**src/rtl/xbar_pkg.sv**
```systemverilog
// Shared types and helpers for the crossbar shift-register driver.
//   state_t : controller FSM states
//   op_t    : command opcode carried in byte0[7:6]
//   onehot  : index -> 64-bit one-hot vector; all-zero when idx >= width
package xbar_pkg;

  typedef enum logic [2:0] {
    INIT,
    IDLE,
    LOAD,
    SHIFT_LO,
    SHIFT_HI,
    LATCH
  } state_t;

  typedef enum logic [1:0] {
    OP_SET = 2'b00,
    OP_ADD = 2'b01,
    OP_CLR = 2'b10,
    OP_RSV = 2'b11
  } op_t;

  localparam int unsigned IDX_W   = 6;
  localparam int unsigned MAX_IDX = 64;

  function automatic logic [MAX_IDX-1:0] onehot(input logic [IDX_W-1:0] idx,
                                                input logic [IDX_W:0]   width);
    logic [MAX_IDX-1:0] v;
    v = '0;
    if ({1'b0, idx} < width) v[idx] = 1'b1;
    return v;
  endfunction

endpackage

```
**src/rtl/sr_piso_bank.sv**
```systemverilog
// Bank of N_CH parallel-in / serial-out registers, CH_W bits each.
// Chain c holds data_i[c*CH_W +: CH_W] and presents its MSB on sdo_o[c];
// each shift_i strobe moves the next lower bit into the MSB position.
//   clk1    in   system clock
//   reset   in   synchronous, active-high; clears all chains (sdo_o = 0)
//   load_i  in   capture data_i into the chains
//   shift_i in   shift every chain one place towards the MSB
//   data_i  in   flattened parallel data, chain-major
//   sdo_o   out  serial data, one bit per chain
module sr_piso_bank #(
  parameter int unsigned N_CH = 4,
  parameter int unsigned CH_W = 8
) (
  input  logic                 clk1,
  input  logic                 reset,
  input  logic                 load_i,
  input  logic                 shift_i,
  input  logic [N_CH*CH_W-1:0] data_i,
  output logic [N_CH-1:0]      sdo_o
);

  logic [N_CH-1:0][CH_W-1:0] sr_q, sr_d;

  always_comb begin
    sr_d = sr_q;
    if (load_i) begin
      sr_d = data_i;
    end else if (shift_i) begin
      for (int c = 0; c < int'(N_CH); c++) sr_d[c] = sr_q[c] << 1;
    end
  end

  // The chains drive board pins directly, so they are cleared on reset.
  always_ff @(posedge clk1) begin
    if (reset) sr_q <= '0;
    else       sr_q <= sr_d;
  end

  always_comb begin
    for (int c = 0; c < int'(N_CH); c++) sdo_o[c] = sr_q[c][CH_W-1];
  end

endmodule

```
**src/rtl/xbar_sr_driver.sv**
```systemverilog
// Crossbar row/column selector. Decodes two-byte UART commands into row and
// column selection masks and serialises them onto parallel 74HC595-style
// chains (one bank per axis), finishing every update with a latch pulse.
//   clk1        in   system clock
//   reset       in   synchronous, active-high
//   rx_valid    in   1-cycle strobe, rx_data valid
//   rx_data     in   received UART byte
//   sft_clk     out  shift clock to all chains (data sampled on rise)
//   latch_clk   out  storage-register clock (rise transfers)
//   sft_rst_n   out  chain clear, active-low (held inactive)
//   oe_n        out  output enable, active-low; drops after the first latch
//   sr_sdi_row  out  serial data, one bit per row chain
//   sr_sdi_col  out  serial data, one bit per column chain
//   busy        out  high while loading, shifting or latching
//   cmd_err     out  1-cycle pulse on any rejected command
module xbar_sr_driver
  import xbar_pkg::*;
#(
  parameter int unsigned N_ROW      = 32,
  parameter int unsigned N_COL      = 32,
  parameter int unsigned CH_W       = 8,
  parameter int unsigned CLK_DIV    = 4,
  parameter int unsigned RX_TIMEOUT = 100000
) (
  input  logic                  clk1,
  input  logic                  reset,
  input  logic                  rx_valid,
  input  logic [7:0]            rx_data,
  output logic                  sft_clk,
  output logic                  latch_clk,
  output logic                  sft_rst_n,
  output logic                  oe_n,
  output logic [N_ROW/CH_W-1:0] sr_sdi_row,
  output logic [N_COL/CH_W-1:0] sr_sdi_col,
  output logic                  busy,
  output logic                  cmd_err
);

  localparam int unsigned NR_CH = N_ROW / CH_W;
  localparam int unsigned NC_CH = N_COL / CH_W;
  localparam int unsigned DIV_W = (CLK_DIV > 1) ? $clog2(CLK_DIV) : 1;
  localparam int unsigned BIT_W = (CH_W > 1) ? $clog2(CH_W) : 1;
  localparam int unsigned TMO_W = $clog2(RX_TIMEOUT + 1);

  localparam logic [DIV_W-1:0] DIV_LAST = DIV_W'(CLK_DIV - 1);
  localparam logic [BIT_W-1:0] BIT_LAST = BIT_W'(CH_W - 1);
  localparam logic [TMO_W-1:0] TMO_LIM  = TMO_W'(RX_TIMEOUT);
  localparam logic [IDX_W:0]   N_ROW_L  = N_ROW[IDX_W:0];
  localparam logic [IDX_W:0]   N_COL_L  = N_COL[IDX_W:0];

  state_t             state_q, state_d;
  logic [DIV_W-1:0]   div_q, div_d;
  logic [BIT_W-1:0]   bit_q, bit_d;
  logic [TMO_W-1:0]   tmo_q, tmo_d;
  logic               phase_q, phase_d;     // 0: expecting byte0, 1: expecting byte1
  logic [IDX_W-1:0]   col_q, col_d;
  op_t                op_q, op_d;
  logic [N_ROW-1:0]   row_mask_q, row_mask_d;
  logic [N_COL-1:0]   col_mask_q, col_mask_d;
  logic               sft_clk_q, sft_clk_d;
  logic               latch_clk_q, latch_clk_d;
  logic               oe_n_q, oe_n_d;
  logic               busy_q, busy_d;
  logic               cmd_err_q, cmd_err_d;

  logic               load_en;
  logic               shift_en;
  logic               go;
  logic               expire;
  logic               idle;
  op_t                byte_op;
  logic [IDX_W-1:0]   byte_idx;
  logic [MAX_IDX-1:0] row_oh;
  logic [MAX_IDX-1:0] col_oh;

  always_comb begin
    state_d    = state_q;
    div_d      = div_q;
    bit_d      = bit_q;
    tmo_d      = tmo_q;
    phase_d    = phase_q;
    col_d      = col_q;
    op_d       = op_q;
    row_mask_d = row_mask_q;
    col_mask_d = col_mask_q;
    oe_n_d     = oe_n_q;
    cmd_err_d  = 1'b0;
    load_en    = 1'b0;
    shift_en   = 1'b0;
    go         = 1'b0;

    byte_op  = op_t'(rx_data[7:6]);
    byte_idx = rx_data[5:0];
    row_oh   = onehot(byte_idx, N_ROW_L);
    col_oh   = onehot(col_q, N_COL_L);
    idle     = (state_q == IDLE);
    // tmo_q counts cycles spent waiting for byte1; reaching the limit
    // abandons the half-received command.
    expire   = phase_q && (tmo_q == TMO_LIM);

    if (phase_q) tmo_d = tmo_q + TMO_W'(1);
    if (expire) begin
      phase_d   = 1'b0;
      tmo_d     = '0;
      cmd_err_d = 1'b1;
    end

    if (rx_valid) begin
      if (!idle) begin
        // Byte arriving during an update is dropped; phase is untouched.
        cmd_err_d = 1'b1;
      end else if (!phase_q || expire) begin
        // A byte coinciding with timeout expiry starts a fresh command.
        case (byte_op)
          OP_SET, OP_ADD: begin
            phase_d = 1'b1;
            tmo_d   = '0;
            op_d    = byte_op;
            col_d   = byte_idx;
          end
          OP_CLR: begin
            row_mask_d = '0;
            col_mask_d = '0;
            go         = 1'b1;
          end
          default: cmd_err_d = 1'b1;
        endcase
      end else begin
        // Column range is checked here so a bad command gives a single pulse.
        phase_d = 1'b0;
        if ((rx_data[7:6] != 2'b00) || ({1'b0, col_q} >= N_COL_L) ||
            ({1'b0, byte_idx} >= N_ROW_L)) begin
          cmd_err_d = 1'b1;
        end else begin
          go = 1'b1;
          if (op_q == OP_SET) begin
            row_mask_d = N_ROW'(row_oh);
            col_mask_d = N_COL'(col_oh);
          end else begin
            row_mask_d = row_mask_q | N_ROW'(row_oh);
            col_mask_d = col_mask_q | N_COL'(col_oh);
          end
        end
      end
    end

    case (state_q)
      // INIT behaves as a LOAD of the cleared masks.
      INIT, LOAD: begin
        load_en = 1'b1;
        div_d   = '0;
        bit_d   = '0;
        state_d = SHIFT_LO;
      end
      IDLE: begin
        if (go) state_d = LOAD;
      end
      SHIFT_LO: begin
        if (div_q == DIV_LAST) begin
          div_d   = '0;
          state_d = SHIFT_HI;
        end else begin
          div_d = div_q + DIV_W'(1);
        end
      end
      SHIFT_HI: begin
        if (div_q == DIV_LAST) begin
          div_d    = '0;
          // Advancing the chains on the falling sft_clk keeps sdi stable
          // for the whole high phase.
          shift_en = 1'b1;
          if (bit_q == BIT_LAST) begin
            bit_d   = '0;
            state_d = LATCH;
          end else begin
            bit_d   = bit_q + BIT_W'(1);
            state_d = SHIFT_LO;
          end
        end else begin
          div_d = div_q + DIV_W'(1);
        end
      end
      LATCH: begin
        if (div_q == DIV_LAST) begin
          div_d   = '0;
          state_d = IDLE;
          oe_n_d  = 1'b0;
        end else begin
          div_d = div_q + DIV_W'(1);
        end
      end
      default: state_d = INIT;
    endcase

    // Outputs are registered from the next state so they are glitch-free
    // and line up with the state they belong to.
    sft_clk_d   = (state_d == SHIFT_HI);
    latch_clk_d = (state_d == LATCH);
    busy_d      = (state_d != IDLE);
  end

  always_ff @(posedge clk1) begin
    if (reset) begin
      state_q     <= INIT;
      div_q       <= '0;
      bit_q       <= '0;
      tmo_q       <= '0;
      phase_q     <= 1'b0;
      col_q       <= '0;
      op_q        <= OP_SET;
      row_mask_q  <= '0;
      col_mask_q  <= '0;
      sft_clk_q   <= 1'b0;
      latch_clk_q <= 1'b0;
      oe_n_q      <= 1'b1;
      busy_q      <= 1'b0;
      cmd_err_q   <= 1'b0;
    end else begin
      state_q     <= state_d;
      div_q       <= div_d;
      bit_q       <= bit_d;
      tmo_q       <= tmo_d;
      phase_q     <= phase_d;
      col_q       <= col_d;
      op_q        <= op_d;
      row_mask_q  <= row_mask_d;
      col_mask_q  <= col_mask_d;
      sft_clk_q   <= sft_clk_d;
      latch_clk_q <= latch_clk_d;
      oe_n_q      <= oe_n_d;
      busy_q      <= busy_d;
      cmd_err_q   <= cmd_err_d;
    end
  end

  sr_piso_bank #(
    .N_CH (NR_CH),
    .CH_W (CH_W)
  ) u_row_bank (
    .clk1    (clk1),
    .reset   (reset),
    .load_i  (load_en),
    .shift_i (shift_en),
    .data_i  (row_mask_q),
    .sdo_o   (sr_sdi_row)
  );

  sr_piso_bank #(
    .N_CH (NC_CH),
    .CH_W (CH_W)
  ) u_col_bank (
    .clk1    (clk1),
    .reset   (reset),
    .load_i  (load_en),
    .shift_i (shift_en),
    .data_i  (col_mask_q),
    .sdo_o   (sr_sdi_col)
  );

  // Chains are always cleared by shifting zeros in INIT, so the hardware
  // clear is never exercised.
  assign sft_rst_n = 1'b1;
  assign sft_clk   = sft_clk_q;
  assign latch_clk = latch_clk_q;
  assign oe_n      = oe_n_q;
  assign busy      = busy_q;
  assign cmd_err   = cmd_err_q;

endmodule
```
**config.mk**
```make
export PLATFORM = sky130hd
export DESIGN_NAME = xbar_sr_driver
export DESIGN_NICKNAME = d
export VERILOG_FILES = /design/src/rtl/xbar_pkg.sv /design/src/rtl/sr_piso_bank.sv /design/src/rtl/xbar_sr_driver.sv
export SDC_FILE = /design/constraint.sdc
export NUM_CORES = 1
export LEC_CHECK = 0
export ABC_AREA = 1
export CORE_MARGIN = 8
export CORE_UTILIZATION = 55
export DETAILED_ROUTE_END_ITERATION = 16
export PLACE_DENSITY = 0.72
export SYNTH_ARGS = -nofsm -noshare
export SYNTH_HDL_FRONTEND = slang
export SYNTH_HIERARCHICAL = 1
export SYNTH_SLANG_ARGS = --single-unit
```
**constraint.sdc**
```tcl
create_clock -name clk1 -period 2.4 [get_ports clk1]
set_input_delay 0.48 -clock clk1 [delete_from_list [all_inputs] [get_ports clk1]]
set_output_delay 0.48 -clock clk1 [all_outputs]
set_load 0.02 [all_outputs]
```
==> metrics.md <==
| Metric | Value |
|---|---|
| Mux cell area share after synthesis | `0` |
| Initial DRC count | `906` |
| Tightest Pin Transition | `around 870 ps` |
| Met1 Use GR | `0.2808` |
| First-pass DRT Iterations | `5` |
| Pleak | `roughly 4 nW` |
| Worst min-delay path class | `flop to flop` |
| Initial Utilization | `0.5539` |
| GP Congestion | `0.7978` |
| Hold slack | `roughly 460 ps` |
| Most area-consuming cells after synthesis | `dfxtp_1 (40%), nand2_1 (20%), nand3_1 (10%)` |
| Placeable Area | `between 0.01 and 0.015 sq mm` |
| Top cell type's share of synthesized area | `0.4030` |
| Commonest cells in the netlist | `nand2_1 (440), dfxtp_1 (167), nand3_1 (167)` |
| Die Span X | `138.8 microns` |
| Number of flops mapped to enable cells by yosys | `0` |
| Critical path arrival | `about 2400 ps` |
| Vias in the first global route | `slightly above 7000` |
| Peak supply drop | `between 600 and 700 uV` |
| Die Y | `between 100 and 150 microns` |
| Synth Cell Area | `0.008295 sq mm` |
| Io pins | `25` |
| GR Util met2 | `0.3283` |
| Final core occ | `0.6148` |
| Synth unique cells | `35` |
| Antenna viol nets, final | `0` |
| Clock transition at the registers of the reported paths | `about 70 ps` |
| Post-Synthesis Cells | `about 1300` |
| Post-DP HPWL | `roughly 12 mm` |
| Final nets | `around 1300` |
| Longest Clk Path Bufs | `2` |
| Root buf cell | `clkbuf_16` |
| Yosys warning count | `6` |
| Avg Inst Size Synth | `6.636 sq um` |
| CTS sink cnt | `167` |
| H-tree depth | `4` |
| Post-layout min period | `2080 ps` |
| Die area | `0.01927 sq mm` |
| Area growth syn-to-layout | `11.00%` |
| XOR/XNOR Fraction of Synth Area | `0.01161` |
| WL/cell | `around 14 microns` |
| Setup_tns | `0 ps` |
| Top-count cell post-synth | `nand2_1` |
| Number of antenna repair diodes | `0` |
| Fmax | `480.8 MHz` |
| Cell taking the most area after synthesis | `dfxtp_1` |
| #FFs+latches synth | `167` |
| Synth Area in Simple Gates | `0.3587` |
| Routed vias | `around 8000` |
| Slew Limit Fails | `0` |
| Fin. Hold Viols | `0` |
| Final Power | `roughly 0.0063 W` |
| Sequential share of the synthesized area | `0.4030` |
| Adder-cell area share of the yosys netlist | `0.007541` |
| Max-cap violations | `0` |
| PD cells | `679.7 mW/mm^2` |
| Fraction of layout cells with a size suffix above 1 | `0.07754` |
| CP max FO | `14` |
| Setup Crit Path Kind | `flop to flop` |
| Port bufs | `23` |
| Filler-free cell count of the finished design | `approximately 1400` |
| Async S/R FF share, synth | `0` |
| CTS Hold Bufs | `0` |
| Site Rows | `between 40 and 50` |
| Antenna violations before repair | `0` |
| CTS tree | `yes` |
| First-pass GRT wire length | `~34 mm` |
| WP data required | `roughly 2700 ps` |
| Residual DRC count | `0` |
| Status | `completed` |
| Combinational family with the most area after synthesis | `simple AND/OR/NAND/NOR gates` |
| Critical Path End Type | `flop` |
| Synth Area in Compound Gates | `0.1113` |
| Setup violators final | `0` |
| Post-cts sizing count | `0` |
| GR met3 Demand/Resource | `0.05198` |
| Relative slew slack | `0.4222` |
| Final Skew | `slightly below 8 ps` |
| Dpl cells | `approximately 1400` |
| GRT busiest layer | `met2` |
| RSZ-0062 raised after global routing | `no` |
| Syn Nets | `1266` |
| Top FF cell, synth | `dfxtp_1` |
| Tot GR Track Use | `0.2110` |
| TritonCTS buffer count | `17` |
| Post-route clock period utilization | `0.8666` |
| Setup bufs post-CTS | `0` |
| Clk_lat worst skew | `between 400 and 500 ps` |
| Pin count of the biggest net entering global routing | `between 60 and 70` |
| DRT Wirelength | `~21 mm` |
| Via density | `5.460` |
| Startpoint types | `flop` |
| Grt ovf | `0` |
-- logic make-up after synthesis --
| kind of cell | Yosys count |
|---|---|
| and+or+nand+nor | 694 |
| buffers and inverters | 190 |
| AOI/OAI and AO/OA | 182 |
| DFF | 167 |
| xor gates and xnor gates | 11 |
| adders and majority gates | 5 |
| other | 1 |
-- metal layers --
metal / up-vias / share of wire
met5: - / 0
li1: 3976 / -
met1: 3612 / 0.48
met4: 0 / 0.015
met2: 242 / 0.45
met3: 27 / 0.060
-- state kept, by name, summed over array words and instances (netlist names) --
name / flops
latch_clk: 1
col_mask_q: 32
phase_q: 1
u_row_bank/sdo_o: 4
row_mask_q: 32
sft_clk: 1
u_row_bank/sr_q: 28
col_q: 6
tmo_q: 17
div_q: 2
oe_n: 1
op_q: 2
u_col_bank/sr_q: 28
cmd_err: 1
state_q: 3
busy: 1
u_col_bank/sdo_o: 4
bit_q: 3
-- area by class of cell --
cell class,instances,area [sq um]
Clock inverter,14,197.7
Timing Repair Buffer,55,530.5
Tap cell,188,235.2
Inverter,104,390.4
Clock buffer,18,439.2
Sequential cell,167,3346
Multi-Input combinational cell,893,4069
Fill cell,1403,5769
-- final timing paths --
kind / depth (start not counted) / endpoint / from / slack, ps
worst min register to register: 2 / u_row_bank/sr_q[22] / u_row_bank/sr_q[22] / 460
worst max register to register: 12 / tmo_q[13] / tmo_q[0] / 320
worst max-delay path: 12 / tmo_q[13] / tmo_q[0] / 320
worst min-delay path: 2 / u_row_bank/sr_q[22] / u_row_bank/sr_q[22] / 460
-- placed cells by master, fill, tap and decap left out, types with 2 or more instances in the layout --
master	Yosys	routed
buf_12	0	5
nor2_4	3	4
bufinv_16	0	4
nand2_1	440	440
inv_6	0	3
clkbuf_16	0	17
a21oi_1	103	103
nor2_2	9	9
nand4_1	3	3
ha_1	5	5
o21ai_0	75	75
inv_2	6	8
clkdlybuf4s50_1	0	22
dfxtp_2	0	2
clkinvlp_4	0	2
nor2_1	29	28
nor4_1	3	3
nor3_2	3	3
nand2_4	2	2
xor2_1	10	10
nand3_1	167	167
or2_0	2	2
nor3_1	28	28
buf_4	26	28
clkinv_2	0	2
dfxtp_1	167	165
clkinv_4	0	3
inv_1	97	95
-- per-stage QoR --
stage               area, sq um  setup slack [ps]
floorplan                  8295             696.7
global placement           8571             225.3
detailed placement         8571             187.4
CTS                        9208             294.2
global route               9208             94.65
finish                     9208             320.1
-- report_power, final --
part / internal, W / leakage, nW / switching, W / total, W
logic: 0.000121 / 2.36 / 0.000345 / 0.000466
clock network: 0.00178 / 0.307 / 0.00119 / 0.00297
registers: 0.00280 / 1.35 / 0.0000266 / 0.00283
total: 0.00470 / 4.01 / 0.00156 / 0.00626
-- worst max-delay path, stage by stage (launching register included) --
cell and delay (ps):
dfxtp_1 360, inv_1 70, ha_1 150, nand2_1 50, inv_1 50, nand2_1 40, nor2_1 130, nand2_2 120
nand2_4 110, nand3_4 80, nand2_4 90, or2_1 600, nor2_1 100
Power figures use the tool's default switching activity.
